`src/rtl/vl_elem_sequencer_pkg.sv`:
```
// Shared constants for the vector element sequencer: vtype field layout,
// SEW/LMUL encodings, FSM state encoding and the elements-per-register helper.
package vl_elem_sequencer_pkg;

  localparam int VLEN_DEFAULT    = 64;
  localparam int VL_W            = 7;
  localparam int REG_W           = 5;
  localparam int SEW_W           = 3;
  localparam int LMUL_W          = 3;
  localparam int VTYPE_VALID_BIT = 6;
  localparam int VTYPE_SEW_LSB   = 3;
  localparam int VTYPE_LMUL_LSB  = 0;

  typedef enum logic [SEW_W-1:0] {
    SEW_8  = 3'b000,
    SEW_16 = 3'b001,
    SEW_32 = 3'b010,
    SEW_64 = 3'b011
  } sew_e;

  typedef enum logic [LMUL_W-1:0] {
    LMUL_X1 = 3'b000,
    LMUL_X2 = 3'b001,
    LMUL_X4 = 3'b010,
    LMUL_X8 = 3'b011
  } lmul_e;

  typedef enum logic [1:0] {
    ST_IDLE = 2'd0,
    ST_RUN  = 2'd1,
    ST_DONE = 2'd2
  } state_t;

  // Reserved SEW codes would yield zero elements per register and never finish;
  // clamp to one so the walk always advances.
  function automatic logic [15:0] elems_per_reg(input logic [SEW_W-1:0] sew,
                                                input int bytes_per_beat);
    int e;
    e = bytes_per_beat >> sew;
    if (e < 1) e = 1;
    return e[15:0];
  endfunction

endpackage

```
`src/rtl/vl_elem_sequencer_if.sv`:
```
// Issue and beat handshake bundle between ID (master) and the sequencer (slave).
interface vl_elem_sequencer_if #(
  parameter int VLEN = 64
);
  logic              start;
  logic              start_ready;
  logic [4:0]        vd;
  logic [4:0]        vs1;
  logic [4:0]        vs2;
  logic              beat_valid;
  logic              beat_ready;
  logic [4:0]        beat_vd;
  logic [4:0]        beat_vs1;
  logic [4:0]        beat_vs2;
  logic [6:0]        beat_elem_idx;
  logic [VLEN/8-1:0] beat_byte_mask;
  logic              beat_last;

  modport master (
    output start, vd, vs1, vs2, beat_ready,
    input  start_ready, beat_valid, beat_vd, beat_vs1, beat_vs2,
           beat_elem_idx, beat_byte_mask, beat_last
  );

  modport slave (
    input  start, vd, vs1, vs2, beat_ready,
    output start_ready, beat_valid, beat_vd, beat_vs1, beat_vs2,
           beat_elem_idx, beat_byte_mask, beat_last
  );
endinterface

```
`src/rtl/vl_elem_sequencer_mask_gen.sv`:
```
// Tail byte-mask generator: low min(VLEN/8, (vl - elem_idx) << SEW) bits set.
module vseq_mask_gen
  import vl_elem_sequencer_pkg::*;
#(
  parameter int VLEN = VLEN_DEFAULT
) (
  input  logic [VL_W-1:0]   vl,
  input  logic [VL_W-1:0]   elem_idx,
  input  logic [SEW_W-1:0]  sew,
  output logic [VLEN/8-1:0] mask
);
  localparam int BPB = VLEN / 8;

  logic [VL_W-1:0] remaining;
  logic [15:0]     active_bytes;

  always_comb begin
    remaining    = (vl > elem_idx) ? (vl - elem_idx) : '0;
    active_bytes = {{(16 - VL_W){1'b0}}, remaining} << sew;
    if (active_bytes > 16'(BPB)) active_bytes = 16'(BPB);
  end

  generate
    for (genvar gi = 0; gi < BPB; gi++) begin : g_mask
      assign mask[gi] = (16'(gi) < active_bytes);
    end
  endgenerate

endmodule

```
`src/rtl/vl_elem_sequencer.sv`:
```
// Holds vl/vtype CSRs and walks each issued instruction one register per beat.
// Build option: VSEQ_TAIL_MASK_EN enables the tail byte mask (otherwise all ones).
module vl_elem_sequencer
  import vl_elem_sequencer_pkg::*;
#(
  parameter int VLEN = VLEN_DEFAULT
) (
  input  logic              clk,
  input  logic              rst_n,
  input  logic              csr_wen,
  input  logic [VL_W-1:0]   csr_vl,
  input  logic [6:0]        csr_vtype,
  vl_elem_sequencer_if.slave bus,
  output logic              busy,
  output logic              done,
  output logic              err,
  output logic              vill
);
  localparam int BPB = VLEN / 8;

  logic [VL_W-1:0]  vl_q;
  logic [6:0]       vtype_q;
  state_t           state;

  logic [VL_W-1:0]  vl_w;
  logic [SEW_W-1:0] sew_w;
  logic [REG_W-1:0] vd_w, vs1_w, vs2_w;
  logic [REG_W-1:0] beat_cnt;
  logic [VL_W-1:0]  elem_idx;

  logic             start_ready_reg, beat_valid_reg, beat_last_reg;
  logic             busy_reg, done_reg, err_reg;
  logic [REG_W-1:0] beat_vd_reg, beat_vs1_reg, beat_vs2_reg;
  logic [BPB-1:0]   beat_mask_reg;

  logic [VL_W-1:0]  nxt_vl, nxt_idx;
  logic [SEW_W-1:0] nxt_sew;
  logic [REG_W-1:0] nxt_cnt, nxt_vd, nxt_vs1, nxt_vs2;
  logic [15:0]      cur_epr, nxt_epr;
  logic             nxt_last;
  logic [BPB-1:0]   nxt_mask;
  logic             accept, load_beat;
  logic             lmul_unused;

  always_ff @(posedge clk) begin
    if (!rst_n) begin
      vl_q    <= '0;
      vtype_q <= '0;
    end else if (csr_wen) begin
      vl_q    <= csr_vl;
      vtype_q <= csr_vtype;
    end
  end

  assign vill = ~vtype_q[VTYPE_VALID_BIT];
  // LMUL only bounds vl upstream; the walk itself terminates on vl.
  assign lmul_unused = ^vtype_q[VTYPE_LMUL_LSB +: LMUL_W];

  assign cur_epr = elems_per_reg(sew_w, BPB);

  // Fields of the beat about to be launched: first beat from CSRs in IDLE,
  // otherwise the successor of the beat currently presented.
  always_comb begin
    nxt_vl  = vl_w;
    nxt_sew = sew_w;
    nxt_idx = elem_idx + cur_epr[VL_W-1:0];
    nxt_cnt = beat_cnt + 1'b1;
    nxt_vd  = vd_w;
    nxt_vs1 = vs1_w;
    nxt_vs2 = vs2_w;
    if (state == ST_IDLE) begin
      nxt_vl  = vl_q;
      nxt_sew = vtype_q[VTYPE_SEW_LSB +: SEW_W];
      nxt_idx = '0;
      nxt_cnt = '0;
      nxt_vd  = bus.vd;
      nxt_vs1 = bus.vs1;
      nxt_vs2 = bus.vs2;
    end
  end

  assign nxt_epr  = elems_per_reg(nxt_sew, BPB);
  assign nxt_last = ({{(16 - VL_W){1'b0}}, nxt_idx} + nxt_epr) >= {{(16 - VL_W){1'b0}}, nxt_vl};

`ifdef VSEQ_TAIL_MASK_EN
  vseq_mask_gen #(.VLEN(VLEN)) u_mask_gen (
    .vl       (nxt_vl),
    .elem_idx (nxt_idx),
    .sew      (nxt_sew),
    .mask     (nxt_mask)
  );
`else
  assign nxt_mask = '1;
`endif

  assign accept    = (state == ST_IDLE) && bus.start && start_ready_reg;
  assign load_beat = (accept && vtype_q[VTYPE_VALID_BIT] && (vl_q != '0)) ||
                     ((state == ST_RUN) && bus.beat_ready && !beat_last_reg);

  always_ff @(posedge clk) begin
    if (!rst_n) begin
      state           <= ST_IDLE;
      start_ready_reg <= 1'b1;
      beat_valid_reg  <= 1'b0;
      busy_reg        <= 1'b0;
      done_reg        <= 1'b0;
      err_reg         <= 1'b0;
      vl_w            <= '0;
      sew_w           <= '0;
      vd_w            <= '0;
      vs1_w           <= '0;
      vs2_w           <= '0;
      beat_cnt        <= '0;
      elem_idx        <= '0;
      beat_vd_reg     <= '0;
      beat_vs1_reg    <= '0;
      beat_vs2_reg    <= '0;
      beat_mask_reg   <= '0;
      beat_last_reg   <= 1'b0;
    end else begin
      case (state)
        ST_IDLE: begin
          if (accept) begin
            vl_w            <= vl_q;
            sew_w           <= vtype_q[VTYPE_SEW_LSB +: SEW_W];
            vd_w            <= bus.vd;
            vs1_w           <= bus.vs1;
            vs2_w           <= bus.vs2;
            start_ready_reg <= 1'b0;
            if (!vtype_q[VTYPE_VALID_BIT]) begin
              state    <= ST_DONE;
              done_reg <= 1'b1;
              err_reg  <= 1'b1;
            end else if (vl_q == '0) begin
              state    <= ST_DONE;
              done_reg <= 1'b1;
              err_reg  <= 1'b0;
            end else begin
              state          <= ST_RUN;
              busy_reg       <= 1'b1;
              beat_valid_reg <= 1'b1;
            end
          end
        end
        ST_RUN: begin
          if (bus.beat_ready && beat_last_reg) begin
            state          <= ST_DONE;
            beat_valid_reg <= 1'b0;
            busy_reg       <= 1'b0;
            done_reg       <= 1'b1;
            err_reg        <= 1'b0;
          end
        end
        ST_DONE: begin
          state           <= ST_IDLE;
          done_reg        <= 1'b0;
          err_reg         <= 1'b0;
          start_ready_reg <= 1'b1;
        end
        default: state <= ST_IDLE;
      endcase

      if (load_beat) begin
        beat_cnt      <= nxt_cnt;
        elem_idx      <= nxt_idx;
        beat_vd_reg   <= nxt_vd + nxt_cnt;
        beat_vs1_reg  <= nxt_vs1 + nxt_cnt;
        beat_vs2_reg  <= nxt_vs2 + nxt_cnt;
        beat_mask_reg <= nxt_mask;
        beat_last_reg <= nxt_last;
      end
    end
  end

  assign bus.start_ready    = start_ready_reg;
  assign bus.beat_valid     = beat_valid_reg;
  assign bus.beat_vd        = beat_vd_reg;
  assign bus.beat_vs1       = beat_vs1_reg;
  assign bus.beat_vs2       = beat_vs2_reg;
  assign bus.beat_elem_idx  = elem_idx;
  assign bus.beat_byte_mask = beat_mask_reg;
  assign bus.beat_last      = beat_last_reg;
  assign busy               = busy_reg;
  assign done               = done_reg;
  assign err                = err_reg;

endmodule
```
`src/flat_wrapper.sv`:
```
// flat-port wrapper written by rule: the top's interface ports become plain ports
module vl_elem_sequencer_flat import vl_elem_sequencer_pkg::*;
#(
  parameter int VLEN = VLEN_DEFAULT
)
  (clk, rst_n, csr_wen, csr_vl, csr_vtype, busy, done, err, vill, bus_start, bus_vd, bus_vs1, bus_vs2, bus_beat_ready, bus_start_ready, bus_beat_valid, bus_beat_vd, bus_beat_vs1, bus_beat_vs2, bus_beat_elem_idx, bus_beat_byte_mask, bus_beat_last);
  vl_elem_sequencer_if #(.VLEN(VLEN)) bus_i ();
  input  logic clk;
  input  logic rst_n;
  input  logic csr_wen;
  input  logic [VL_W-1:0] csr_vl;
  input  logic [6:0] csr_vtype;
  output logic busy;
  output logic done;
  output logic err;
  output logic vill;
  input wire logic [$bits(bus_i.start)-1:0] bus_start;
  input wire logic [$bits(bus_i.vd)-1:0] bus_vd;
  input wire logic [$bits(bus_i.vs1)-1:0] bus_vs1;
  input wire logic [$bits(bus_i.vs2)-1:0] bus_vs2;
  input wire logic [$bits(bus_i.beat_ready)-1:0] bus_beat_ready;
  output wire logic [$bits(bus_i.start_ready)-1:0] bus_start_ready;
  output wire logic [$bits(bus_i.beat_valid)-1:0] bus_beat_valid;
  output wire logic [$bits(bus_i.beat_vd)-1:0] bus_beat_vd;
  output wire logic [$bits(bus_i.beat_vs1)-1:0] bus_beat_vs1;
  output wire logic [$bits(bus_i.beat_vs2)-1:0] bus_beat_vs2;
  output wire logic [$bits(bus_i.beat_elem_idx)-1:0] bus_beat_elem_idx;
  output wire logic [$bits(bus_i.beat_byte_mask)-1:0] bus_beat_byte_mask;
  output wire logic [$bits(bus_i.beat_last)-1:0] bus_beat_last;
  assign bus_i.start = bus_start;
  assign bus_i.vd = bus_vd;
  assign bus_i.vs1 = bus_vs1;
  assign bus_i.vs2 = bus_vs2;
  assign bus_i.beat_ready = bus_beat_ready;
  assign bus_start_ready = bus_i.start_ready;
  assign bus_beat_valid = bus_i.beat_valid;
  assign bus_beat_vd = bus_i.beat_vd;
  assign bus_beat_vs1 = bus_i.beat_vs1;
  assign bus_beat_vs2 = bus_i.beat_vs2;
  assign bus_beat_elem_idx = bus_i.beat_elem_idx;
  assign bus_beat_byte_mask = bus_i.beat_byte_mask;
  assign bus_beat_last = bus_i.beat_last;
  vl_elem_sequencer #(.VLEN(VLEN)) u_core (.clk(clk), .rst_n(rst_n), .csr_wen(csr_wen), .csr_vl(csr_vl), .csr_vtype(csr_vtype), .bus(bus_i), .busy(busy), .done(done), .err(err), .vill(vill));
endmodule
```
`config.mk`:
```
export PLATFORM = sky130hd
export DESIGN_NAME = vl_elem_sequencer_flat
export DESIGN_NICKNAME = d
export VERILOG_FILES = /design/src/rtl/vl_elem_sequencer_pkg.sv /design/src/rtl/vl_elem_sequencer_if.sv /design/src/rtl/vl_elem_sequencer_mask_gen.sv /design/src/rtl/vl_elem_sequencer.sv /design/src/flat_wrapper.sv
export SDC_FILE = /design/constraint.sdc
export NUM_CORES = 1
export LEC_CHECK = 0
export BUFFER_PORTS_ARGS = -buffer_cell sky130_fd_sc_hd__buf_4
export CAP_MARGIN = 25
export CORE_MARGIN = 3
export CORE_UTILIZATION = 51
export CTS_BUF_LIST = sky130_fd_sc_hd__clkbuf_16
export DETAILED_ROUTE_END_ITERATION = 7
export PLACE_DENSITY = 0.76
export SETUP_SLACK_MARGIN = 0.5
export SLEW_MARGIN = 20
export SYNTH_ARGS = -nofsm -noshare
export SYNTH_HDL_FRONTEND = slang
export SYNTH_SLANG_ARGS = --single-unit
```
`constraint.sdc`:
```
create_clock -name clk -period 3.4 [get_ports clk]
set_input_delay 0.51 -clock clk [delete_from_list [all_inputs] [get_ports clk]]
set_output_delay 0.51 -clock clk [all_outputs]
set_load 0.02 [all_outputs]
```
# Word level (Yosys, flattened, before mapping)
# Cells that the tools add are included.
[op_classes]
addsub = 6
n_lt_le_gt_ge = 3
shift = 2
n_mul = 0
div = 0
n_bitwise = 1
n_eq_ne = 7
n_reduce_logical = 20
n_mux = 30
[ops]
columns = ["cell", "count"]
rows = [
  ["less-than comparator 32 x 2 -> 1 bit (second input constant)", 2],
  ["right shift 4 x 3 -> 32 bit (first input constant)", 2],
  ["2-to-1 mux 7 bit", 3],
  ["2-to-1 mux 5 bit", 4],
  ["adder 7 x 16 -> 16 bit", 1],
  ["greater-or-equal comparator 16 x 7 -> 1 bit", 1],
  ["2-to-1 mux 16 bit", 1],
  ["adder 5 bit", 3],
  ["2-to-1 mux 1 bit", 12],
  ["2-to-1 mux 2 bit", 4],
  ["adder 7 bit", 1],
  ["logical AND 1 bit", 7],
  ["zero test 7 bit", 1],
  ["nonzero test 7 bit", 1],
  ["one-hot mux 1 bit (3 select lines)", 2],
  ["AND reduction 2 bit", 3],
  ["adder 5 x 1 -> 5 bit (second input constant)", 1],
  ["AND reduction 5 bit", 1],
  ["inequality test 2 x 1 -> 1 bit (second input constant)", 2],
  ["inequality test 2 bit (second input constant)", 2],
  ["one-hot mux 1 bit (2 select lines)", 2],
  ["one-hot mux 2 bit (2 select lines)", 1],
  ["AND reduction 4 bit", 1],
  ["nonzero test 2 bit", 2],
  ["9 further kinds", 9],
]
[totals]
ramBits = 0
n_memories = 0
output_inout_bits = 37
register_bits = 74
wordCells = 88
romBits = 0
latch_bits = 0

# Depth between registers and ports, before layout
# Gate-level depths: netlist of run 1.
[logic_depth]
ltp_word = 7
depth_mapped = 20
mapped_depth_nobuf = 18

# Worst setup path before layout of run 1
# Ideal clock, no wire load.
[synth_path]
kind = "register -> register"
start = "register u_core.state[0]"
end = "register u_core.beat_last_reg (netlist: u_core.bus.beat_last)"
setup_ns = 0.122
stages_incl_launch_ff = 20
n_path_buf = 3
synth_period_minus_slack_ns = 3.555
arrival_time_ns = 3.433
path_slack_ns = -0.155
cell_sequence = "dfxtp_1 -> inv_1 -> ha_1 -> buf_4 -> buf_2 -> clkbuf_1 -> o21a_1 -> ha_1 -> inv_1 -> fa_1 -> inv_1 -> a21oi_1 -> o21bai_1 -> a21o_1 -> a21oi_1 -> ha_1 -> a2111oi_0 -> o21ai_0 -> a32oi_1 -> a21oi_1"
[synth_via]
elab_chain_cells = 7
[synth_rtl]
columns = ["item", "line_no", "text"]
rows = [
  ["start: declaration", "vl_elem_sequencer.sv:23", "state_t state;"],
  ["start signal: assignment", "vl_elem_sequencer.sv:102", "state <= ST_IDLE;"],
  ["start signal: assignment", "vl_elem_sequencer.sv:131", "state <= ST_DONE;"],
  ["start signal: assignment", "vl_elem_sequencer.sv:135", "state <= ST_DONE;"],
  ["zero test 2 bit", "vl_elem_sequencer.sv:71, vl_elem_sequencer.sv:96", ""],
  ["2-to-1 mux 3 bit", "vl_elem_sequencer.sv:71", "if (state == ST_IDLE) begin"],
  ["right shift 4 x 3 -> 32 bit", "vl_elem_sequencer_pkg.sv:39", "e = bytes_per_beat >> sew;"],
  ["less-than comparator 32 x 2 -> 1 bit", "vl_elem_sequencer_pkg.sv:40", "if (e < 1) e = 1;"],
  ["2-to-1 mux 16 bit", "vl_elem_sequencer_pkg.sv:40", ""],
  ["adder 7 x 16 -> 16 bit", "vl_elem_sequencer.sv:83", "assign nxt_last = ({{(16 - VL_W){1'b0}}, nxt_idx} + nxt_epr) >= {{(16 - VL_W){1'b0}}, nxt_vl};"],
  ["greater-or-equal comparator 16 x 7 -> 1 bit", "vl_elem_sequencer.sv:83", ""],
  ["end signal: assignment", "vl_elem_sequencer.sv:170", "beat_last_reg <= nxt_last;"],
  ["end: declaration", "vl_elem_sequencer.sv:31", "logic start_ready_reg, beat_valid_reg, beat_last_reg;"],
]
# Several ways; a longest one is shown, not always the timed one.
# A chain may end at the register's enable or synchronous reset.

# Worst setup path after layout of run 1
[layout_path]
start = "register u_core.sew_w[1]"
end = "register u_core.beat_last_reg (netlist: u_core.bus.beat_last)"
[layout_via]
elab_chain_cells = 7
[layout_rtl]
columns = ["item", "line_no", "text"]
rows = [
  ["start: declaration", "vl_elem_sequencer.sv:26", "logic [SEW_W-1:0] sew_w;"],
  ["start signal: assignment", "vl_elem_sequencer.sv:125", "sew_w <= vtype_q[VTYPE_SEW_LSB +: SEW_W];"],
  ["right shift 4 x 3 -> 32 bit (*)", "vl_elem_sequencer_pkg.sv:39", ""],
  ["less-than comparator 32 x 2 -> 1 bit", "vl_elem_sequencer_pkg.sv:40", ""],
  ["2-to-1 mux 7 bit (*)", "vl_elem_sequencer_pkg.sv:40", ""],
  ["adder 7 bit (*)", "vl_elem_sequencer.sv:66", "nxt_idx = elem_idx + cur_epr[VL_W-1:0];"],
  ["2-to-1 mux 7 bit (*)", "vl_elem_sequencer.sv:71", ""],
  ["net u_core.nxt_idx[2]", "vl_elem_sequencer.sv:36", "logic [VL_W-1:0] nxt_vl, nxt_idx;"],
  ["adder 7 x 16 -> 16 bit (*)", "vl_elem_sequencer.sv:83", ""],
  ["greater-or-equal comparator 16 x 7 -> 1 bit (*)", "vl_elem_sequencer.sv:83", ""],
]
# The timed path passes the listed nets; every way through them passes the cells marked *.

==> run metrics, run 1 <==
setup TNS -0.03719 ns; Slew @ Worst Pin 0.6250 ns; Simple-Gate Fraction of Synth Area approximately 17%; leading cell types in the layout, fill and taps excluded nand2_1, buf_4, dfxtp_1, a21boi_1, ha_1; n_diodes 0; Final Max Tran Viols 0; CP top delay family compound AO/OA/AOI/OAI gates; final WL between 10000 and 15000 um; PD cells 503.0 nW/um^2; initial core utilization 53.59%; First-pass DRT Iterations 4; unrepaired setup endpoints after global routing yes; Post-route DRC 0; fin util just under 70%; initial antenna violation count 0; Setup crit start kind flip-flop; non-filler instance count after layout around 660; main combinational cell family by area after synthesis compound AO/OA/AOI/OAI gates; largest net degree at the start of global routing between 70 and 80; static leakage roughly 2.5 nW; vias per std cell ~5.5; post-route minimum period 3.437 ns; Max Clock Freq between 0.2 and 0.3 GHz; fraction of layout cells with a size suffix above 1 between 20% and 30%; synthesized area around 4200 um^2; crit path max fanout 5; outcome finished with violations; full die area roughly 9400 um^2; crit path kind flip-flop to flip-flop; max cap viols 0; Final #Nets a little over 600; area grow syn2layout 28.38%; H-tree levels 3; routed via count around 3600; worst hold-check path type input pin to flip-flop; Global Route Usage Sum around 22%; leading cell type in the layout, fill and taps excluded nand2_1; crit share post-route 101.1%; Root Driver clkbuf_16; cts bufs inserted 9; crit end category flip-flop; clock skew 0.007413 ns; XOR/XNOR Fraction of Synth Area under 10%; Synth Area in Adders approximately an eighth; wire length per cell between 15 and 20 um; compound-gate portion of the synthesized area about a fifth; CTS tree built; total power roughly 0.0027 W; # IOs a little over 70; setup ws final -0.03719 ns; violated checks negative setup slack; final antenna-violating net count 0; Slew headroom between 50 and 60%; Sink Count 71; Crit path largest cell delay about 0.37 ns; Worst VDD drop between 200 and 300 uV; Slowest cell on crit path fa_2; Rows 32; Synth Net Count about 550; Synth Instances ~480; number of instances in the placed design approximately 630; first-pass GRT wire length about 17000 um; Buf/Inv on CP 0; clk buf depth 2; final setup fails 1; Yosys cell types roughly 50; initial DRC count between 150 and 200; worst hold slack ~0.42 ns; Seq cells post-synth 71; Clock Pin Slew Worst Setup and Hold Paths 0.06 ns; IO Port Bufs 67; CORE AREA roughly 7800 um^2; post-synthesis average cell area about 9 um^2; HPWL after DPL 7039 um; Die Ht 96.81 um; Reg2Reg Setup Slack -0.04 ns; Yosys Warn Count 0; total grt overflow 0; die width roughly 97 um; CP arrival around 3.7 ns; Hold Buf Count CTS 0; clock latency on the worst-skew pair about 0.34 ns; post-synthesis sequential area ratio about a third; GPL Wtd Cong approximately 0.92; required time worst endpoint around 3.6 ns; endpoints failing hold 0; mux cell area share after synthesis under 10%; vias in the first global route 3624; CP Cell Sequence a21o_1, ha_2, fa_2, xnor2_1, nor2_1, ha_1, a21oi_1, o21bai_2, xor2_1, ha_1, a2111oi_4, o21ai_1, a32oi_1, a21oi_1
==> cell families after synthesis <==
family	count (synthesis)
muxes	35
xor gates and xnor gates	23
DFF	71
AOI/OAI and AO/OA	113
buffers and inverters	44
adders and majority gates	37
and+or+nand+nor	154
==> synthesized netlist by cell type, drive strengths merged <==
cell | instances | area [um^2]
or4b | 1 | 10.01
o21bai | 2 | 15.01
a21oi | 17 | 88.84
a31oi | 1 | 6.260
a2111oi | 1 | 8.760
nor3 | 4 | 20.02
o2bb2ai | 1 | 8.760
nand2 | 102 | 382.9
and3 | 1 | 6.260
nor2 | 10 | 37.54
nor4 | 1 | 21.27
and3b | 1 | 8.760
clkbuf | 13 | 48.80
nor3b | 2 | 15.01
o211a | 3 | 30.03
nand3 | 11 | 67.57
a32oi | 1 | 8.760
fa | 5 | 100.1
dfxtp | 71 | 1421
a21bo | 1 | 10.01
and2 | 2 | 12.51
o31ai | 1 | 7.510
inv | 14 | 52.55
or3 | 2 | 12.51
o21ai | 10 | 53.80
a211o | 2 | 18.77
o22ai | 2 | 12.51
o21a | 7 | 52.55
xor2 | 6 | 52.55
buf | 17 | 105.1
mux2i | 21 | 210.2
mux2 | 14 | 157.7
o221a | 1 | 11.26
xnor2 | 17 | 148.9
a21o | 13 | 97.59
ha | 32 | 400.4
nand2b | 2 | 12.51
a21boi | 48 | 360.3
a221oi | 1 | 8.760
nor2b | 15 | 93.84
a211oi | 1 | 7.510
==> routing by layer <==
layer,vias to the layer above,wire length [um],GRT usage (%)
met5,-,0,0
met4,0,213,8.315
met3,20,381,4.182
li1,1781,-,-
met1,1741,4337,25.66
met2,73,5783,41.35
==> path summary, 6_finish.rpt <==
kind | startpoint | to | depth (start not counted)
max | u_core.sew_w[1]$_SDFFE_PN0P_ | u_core.bus.beat_last$_SDFFE_PN0P_ | 14
min | bus_vs2[1] | u_core.vs2_w[1]$_SDFFE_PN0P_ | 3
max reg2reg | u_core.sew_w[1]$_SDFFE_PN0P_ | u_core.bus.beat_last$_SDFFE_PN0P_ | 14
min reg2reg | u_core.vs2_w[2]$_SDFFE_PN0P_ | u_core.vs2_w[2]$_SDFFE_PN0P_ | 2
==> metrics by stage <==
stage	cell area [um^2]	worst slack [ns]
2_1_floorplan	4285	0.2354
3_3_place_gp	4838	0.02906
3_5_place_dp	4838	-0.09290
4_1_cts	5226	0.06410
5_1_grt	5399	-0.2197
6_report	5399	-0.03719
==> layout make-up <==
cell class | instances | area (um^2)
clock buffer | 9 | 225.2
sequential | 71 | 1428
inverter | 14 | 57.56
tap | 102 | 127.6
timing repair buffer | 93 | 728.2
clock inverter | 6 | 110.1
fill | 618 | 2449
multi-input combinational | 362 | 2723
==> worst register-to-register path, cell delays in order, from the launching register on <==
cell and delay (ns):
dfxtp_2 0.34, a21o_1 0.20, ha_2 0.19, fa_2 0.37, xnor2_1 0.14, nor2_1 0.21, ha_1 0.33, a21oi_1 0.25
o21bai_2 0.12, xor2_1 0.18, ha_1 0.26, a2111oi_4 0.36, o21ai_1 0.12, a32oi_1 0.16, a21oi_1 0.08
==> power breakdown <==
part | total [W] | internal [W] | switching, W
sequential | 0.000922 | 0.000883 | 0.0000387
combinational | 0.000701 | 0.000335 | 0.000366
clock | 0.00109 | 0.000712 | 0.000381
==> repair_timing <==
action / CTS / global route
buffers inserted: 3 / 9
gates cloned: 0 / 1
endpoints found under the setup margin: 4 / 4
gates resized for setup: 10 / 15
pin swaps: 4 / 7
No activity file was read; power rests on OpenSTA's default activity.
==> run 2, diff against run 1 <==
Settings changed: PLACE_DENSITY 0.76 to 0.77, SYNTH_HIERARCHICAL set to 1.
==> run metrics, run 2 <==
outcome finished with violations; violated checks negative setup slack; register area 1435 um^2 (+0.53%); Rows 31 (-3.1%); die width 94.85 um (-2.0%); clk buf depth 2 (unchanged); internal power 0.001704 W (-12%); net switching fraction of the power 30.99% (+2.0 points); worst hold-check path type input pin to flip-flop; Yosys cell types 42 (-14%); Crit path largest cell delay 0.43 ns (+0.06 ns); cts bufs inserted 9 (unchanged); crit path max fanout 5 (unchanged); unrepaired setup endpoints after global routing yes; n_diodes 0 (unchanged); Yosys Warn Count 6 (+6); Buf/Inv on CP 2 (+2); Slowest cell on crit path fa_2; setup ws final -0.08886 ns (-0.05167 ns); Global Route Usage Sum 23.22% (+0.73 points); crit share post-route 102.6% (+1.5 points); Worst VDD drop 304.3 uV (+15%); sequential share of power 37.2% (+3.3 points); HPWL after DPL 7104 um (+0.92%); final antenna-violating net count 0 (unchanged); Yosys top cell area share 35.30% (+1.5 points); CP top delay family adder cells; post-synthesis average cell area 8.371 um^2 (-5.1%); Post-synth EDFFs 0 (unchanged); Hold Buf Count CTS 0 (unchanged); clock skew 0.006729 ns (-0.0006837 ns); Post-route DRC 0 (unchanged); CTS tree built; Synth Flop Type dfxtp_1; Synth area leader dfxtp_1; wire length per cell 15.40 um (-5.6%); Die Ht 94.85 um (-2.0%); combinational share of power 27.9% (+2.1 points); commonest cells in the synthesized netlist nand2_1, dfxtp_1, a21oi_1, nor2_1, ha_1; endpoints failing hold 0 (unchanged); Synth Net Count 552 (+0.73%); setup TNS -0.08886 ns (-0.05167 ns); post-route minimum period 3.489 ns (+0.05167 ns); area grow syn2layout 27.41%; Reg2Reg Setup Slack -0.09 ns (-0.05 ns); post-synthesis sequential area ratio 35.30% (+1.5 points); # IOs 71 (unchanged); CORE AREA 7447 um^2 (-5.1%); top cells by area, synth dfxtp_1, ha_1, nand2_1; crit path kind flip-flop to flip-flop; IO Port Bufs 67 (unchanged); initial core utilization 54.07% (+0.48 points); CP arrival 3.68 ns (+0.02 ns); PD cells 481.4 nW/um^2 (-4.3%); crit end category flip-flop; Final Max Tran Viols 0 (unchanged); H-tree levels 3 (unchanged); initial DRC count 155 (-21%); vias in the first global route 3469 (-4.3%); Final #Nets 622 (unchanged); first-pass GRT wire length 16420 um (-4.9%); First-pass DRT Iterations 4 (unchanged); leading cell types in the layout, fill and taps excluded nand2_1, buf_4, dfxtp_1, a21oi_1, nor2_1; Slew @ Worst Pin 0.7658 ns (+0.1408 ns); clock latency on the worst-skew pair 0.33 ns (about the same); CP Cell Sequence a21o_1, ha_1, inv_1, fa_2, nor2_2, inv_1, fa_2, nor2b_1, o21ai_0, nand2b_1, nand3_1, xnor2_1, ha_1, a2111oi_4, o21ai_1, o21ai_1, a311oi_1; Root Driver clkbuf_16; max cap viols 0 (unchanged); GPL Wtd Cong 0.8542 (-7.6%); largest net degree at the start of global routing 36 (-51%); worst hold slack 0.4196 ns (-0.004263 ns); initial antenna violation count 0 (unchanged); routed via count 3541 (-2.0%); full die area 8997 um^2 (-4.0%); Filler cells 608 (-1.6%); Max Clock Freq 0.2866 GHz (-1.5%); Synth Instances 481 (+0.84%); Switch Pwr 0.0007654 W (-2.7%); final WL 10090 um (-5.9%); Clock Pin Slew Worst Setup and Hold Paths 0.06 ns (about the same); Seq cells post-synth 71 (unchanged); total grt overflow 0 (unchanged); required time worst endpoint 3.59 ns (-0.03 ns); Clock power frac 35.0% (-5.2 points); static leakage 2.297 nW (-6.3%); leading cell type in the layout, fill and taps excluded nand2_1; Slew headroom 48.84% (-9.2 points); Post-synth ARST share 0% (unchanged); vias per std cell 5.406 (-1.7%); final setup fails 1 (unchanged); synthesized area 4026 um^2 (-4.3%); fraction of layout cells with a size suffix above 1 26.80% (-2.0 points); Sink Count 71 (unchanged); Setup crit start kind flip-flop; most numerous cell in the Yosys netlist nand2_1; Multi-input gate area 2515 um^2 (-7.6%)
run 2: cell types whose count changed after synthesis, sizes merged, moves of 2 or more:
| cell | change |
|---|---|
| a211oi | +6 |
| a21boi | -47 |
| a21oi | +42 |
| and2 | -2 |
| and3 | +2 |
| inv | +2 |
| nand2 | -6 |
| nor2 | +23 |
| nor2b | -11 |
| nor3 | -3 |
| o211a | -3 |
| o211ai | +2 |
| o21ai | +2 |
| o22ai | -2 |
run 2: cells by family after synthesis:
group	synth area share [%]
simple gates	16.38
compound gates	16.04
flops	35.30
buf+inv	5.252
fa+ha+maj	12.43
mux	9.385
xor+xnor	5.221
run 2: layer usage:
metal,share of wire [%],GRT usage [%],up-vias
met2,55,44.04,78
met5,0,0,-
met1,39,25.87,1684
met4,0.55,4.808,0
met3,5.5,5.976,6
li1,-,-,1773
run 2: layout make-up:
cell class | instances | share of cell area (%)
tap | 99 | 2.415
timing repair buffer | 90 | 14.05
clock buffer | 9 | 4.390
multi-input combinational | 363 | 49.02
clock inverter | 7 | 0.9756
inverter | 16 | 1.171
sequential | 71 | 27.98
run 2: what timing repair did:
item,4_1_cts,5_1_grt
gates resized for setup,13,14
endpoints found under the setup margin,4,4
pin swaps,3,10
cloned,1,0
buffers inserted,2,1
run 2: power groups by stage:
stage	sequential [W]	combinational, W	clock [W]
final	0.000918	0.000688	0.000863
after global routing	0.000924	0.000753	0.000920
after CTS	0.000917	0.000669	0.000874
after global placement	0.000932	0.000593	0
after floorplan	0.000946	0.000420	0
after detailed placement	0.000935	0.000612	0
run 2: final timing paths:
path / start / endpoint / depth (start not counted)
worst max-delay path: u_core/sew_w[1]$_SDFFE_PN0P_ / u_core/bus.beat_last$_SDFFE_PN0P_ / 17
worst min-delay path: csr_vl[3] / u_core/vl_q[3]$_SDFFE_PN0P_ / 3
worst max register to register: u_core/sew_w[1]$_SDFFE_PN0P_ / u_core/bus.beat_last$_SDFFE_PN0P_ / 17
worst min register to register: u_core/bus.beat_vd[1]$_SDFFE_PN0P_ / u_core/bus.beat_vd[1]$_SDFFE_PN0P_ / 2
run 2: tightest hold or removal path: cells and delay by family:
family                 cells  cell delay (ns)
muxes                      1             0.06
and+or+nand+nor            1             0.07
buffers and inverters      1             0.08
run 2: per-stage QoR:
stage          power [W]  worst slack, ns  instance area [um^2]  util (%)  cells
5_1_grt         0.002597          -0.3710                  5130     68.88    655
3_3_place_gp    0.001525        -0.002553                  4674     62.77    635
4_1_cts         0.002461         -0.09999                  5047     67.78    654
3_5_place_dp    0.001547          -0.2205                  4674     62.77    635
2_1_floorplan   0.001366           0.2038                  4076         -    481
6_report        0.002470         -0.08886                  5130     68.88    655
==> run 3, diff against run 2 <==
Settings changed: CELL_PAD_IN_SITES_DETAIL_PLACEMENT set to 1, CELL_PAD_IN_SITES_GLOBAL_PLACEMENT set to 1, CORE_UTILIZATION 51 to 38, CTS_CLUSTER_SIZE set to 40, PLACE_DENSITY 0.77 to not set, PLACE_DENSITY_LB_ADDON set to 0.1.
==> run metrics, run 3 (synthesis results as in run 2) <==
outcome finished with violations; violated checks negative setup slack; required time worst endpoint 3.59 ns (about the same); HPWL after DPL 8039 um (+13%); leading cell types in the layout, fill and taps excluded buf_4, nand2_1, dfxtp_1, a21oi_1, nor2_1; Final #Nets 643 (+3.4%); IO Port Bufs 67 (unchanged); Final Max Tran Viols 0 (unchanged); Final Cell Area 5393 um^2 (+5.1%); clock skew 0.007182 ns (+0.0004530 ns); clk buf depth 2 (unchanged); Sink Count 71 (unchanged); wire length per cell 16.95 um (+10%); initial core utilization 40.08% (-14 points); die width 108.9 um (+15%); placed cell area 4725 um^2 (+1.1%); Global Route Usage Sum 20.49% (-2.7 points); area grow syn2layout 33.93%; final antenna-violating net count 0 (unchanged); Setup crit start kind flip-flop; Worst VDD drop 244.9 uV (-20%); vias in the first global route 3884 (+12%); endpoints failing hold 0 (unchanged); fraction of layout cells with a size suffix above 1 32.24% (+5.4 points); Clock Pin Slew Worst Setup and Hold Paths 0.06 ns (about the same); first-pass GRT wire length 19060 um (+16%); n_diodes 0 (unchanged); final setup fails 1 (unchanged); crit share post-route 107.9% (+5.3 points); full die area 11870 um^2 (+32%); CORE AREA 10040 um^2 (+35%); initial DRC count 77 (-50%); First-pass DRT Iterations 4 (unchanged); setup TNS -0.2691 ns (-0.1802 ns); worst hold-check path type input pin to flip-flop; Slew @ Worst Pin 0.9697 ns (+0.2039 ns); routed via count 3685 (+4.1%); # IOs 71 (unchanged); max cap viols 0 (unchanged); GPL Wtd Cong 0.7599 (-11%); cts bufs inserted 9 (unchanged); initial antenna violation count 0 (unchanged); CP arrival 3.85 ns (+0.17 ns); PD cells 500.9 nW/um^2 (+4.0%); vias per std cell 5.190 (-4.0%); Root Driver clkbuf_16; crit path kind flip-flop to flip-flop; Max Clock Freq 0.2725 GHz (-4.9%); fin util 53.69% (-15 points); crit path max fanout 5 (unchanged); worst hold slack 0.4168 ns (-0.002851 ns); Die Ht 108.9 um (+15%); crit end category flip-flop; final WL 12040 um (+19%); Rows 36 (+16%); clock latency on the worst-skew pair 0.33 ns (about the same); static leakage 2.390 nW (+4.0%); H-tree levels 3 (unchanged); leading cell type in the layout, fill and taps excluded buf_4; setup ws final -0.2691 ns (-0.1802 ns); Post-route DRC 0 (unchanged); unrepaired setup endpoints after global routing yes; largest net degree at the start of global routing 51 (+42%); post-route minimum period 3.669 ns (+0.1802 ns); Slew headroom 35.35% (-13 points); total grt overflow 0 (unchanged); CTS tree built
## run 3: changes by cell type in the layout (fill, tap and decap cells not counted), moves of 2 or more
cell,previous run,this run
inv_2,4,7
clkinv_4,2,0
ha_1,28,22
fa_2,2,5
bufinv_16,0,2
fa_1,3,0
ha_2,1,6
buf_4,86,109
inv_1,13,11
## run 3: per-stage QoR
stage | cells | power [W] | setup WS (ns)
finish | 710 | 0.002701 | -0.2691
global route | 710 | 0.002840 | -0.3914
CTS | 688 | 0.002619 | -0.1074
detailed placement | 670 | 0.001571 | -0.2923
global placement | 670 | 0.001548 | -0.03972
floorplan | 481 | 0.001366 | 0.2038
## run 3: what timing repair did
item,4_1_cts,5_1_grt
hold buffers,0,0
endpoints found under the hold margin,0,0
gates cloned,0,0
pin swaps,7,26
setup buffers,2,22
gates resized for setup,9,38
setup endpoints to repair,5,4
## run 3: layout make-up
type                    instances  area, um^2
inverters                      16       60.06
multi-input cells             363        2566
repair buffers                111       849.6
fillers                      1177        4652
clock inverters                 7       88.84
clock buffers                   9       225.2
well taps                     133       166.4
flip-flops and latches         71        1436
## run 3: power breakdown
group / internal [W] / switching, W
logic: 0.000370 / 0.000394
clock network: 0.000639 / 0.000378
registers: 0.000881 / 0.0000390
total: 0.00189 / 0.000811
## run 3: per-layer routing
layer	vias to the layer above	routed length [um]	track usage, %
li1	1819	-	-
met1	1791	4966	23.42
met2	59	6536	38.82
met3	16	340	2.724
met4	0	194	6.763
met5	-	0	0
## run 3: worst max-delay path: stages (launching register included)
cell	delay, ns
dfxtp_4	0.38
a21o_1	0.16
ha_2	0.19
inv_2	0.04
fa_2	0.36
xor2_1	0.15
nor2_1	0.18
ha_2	0.26
o21ai_2	0.08
o21bai_2	0.15
inv_1	0.08
or3_4	0.41
a21oi_4	0.17
ha_4	0.23
a2111oi_4	0.33
o21ai_1	0.12
o21ai_1	0.11
a311oi_1	0.12
## run 3: worst paths after layout
path,start,to,slack [ns],cells past startpoint
max,u_core/sew_w[1]$_SDFFE_PN0P_,u_core/bus.beat_last$_SDFFE_PN0P_,-0.27,17
min,csr_vl[2],u_core/vl_q[2]$_SDFFE_PN0P_,0.42,3
max reg2reg,u_core/sew_w[1]$_SDFFE_PN0P_,u_core/bus.beat_last$_SDFFE_PN0P_,-0.27,17
min reg2reg,u_core/bus.beat_vs2[3]$_SDFFE_PN0P_,u_core/bus.beat_vs2[3]$_SDFFE_PN0P_,0.45,2
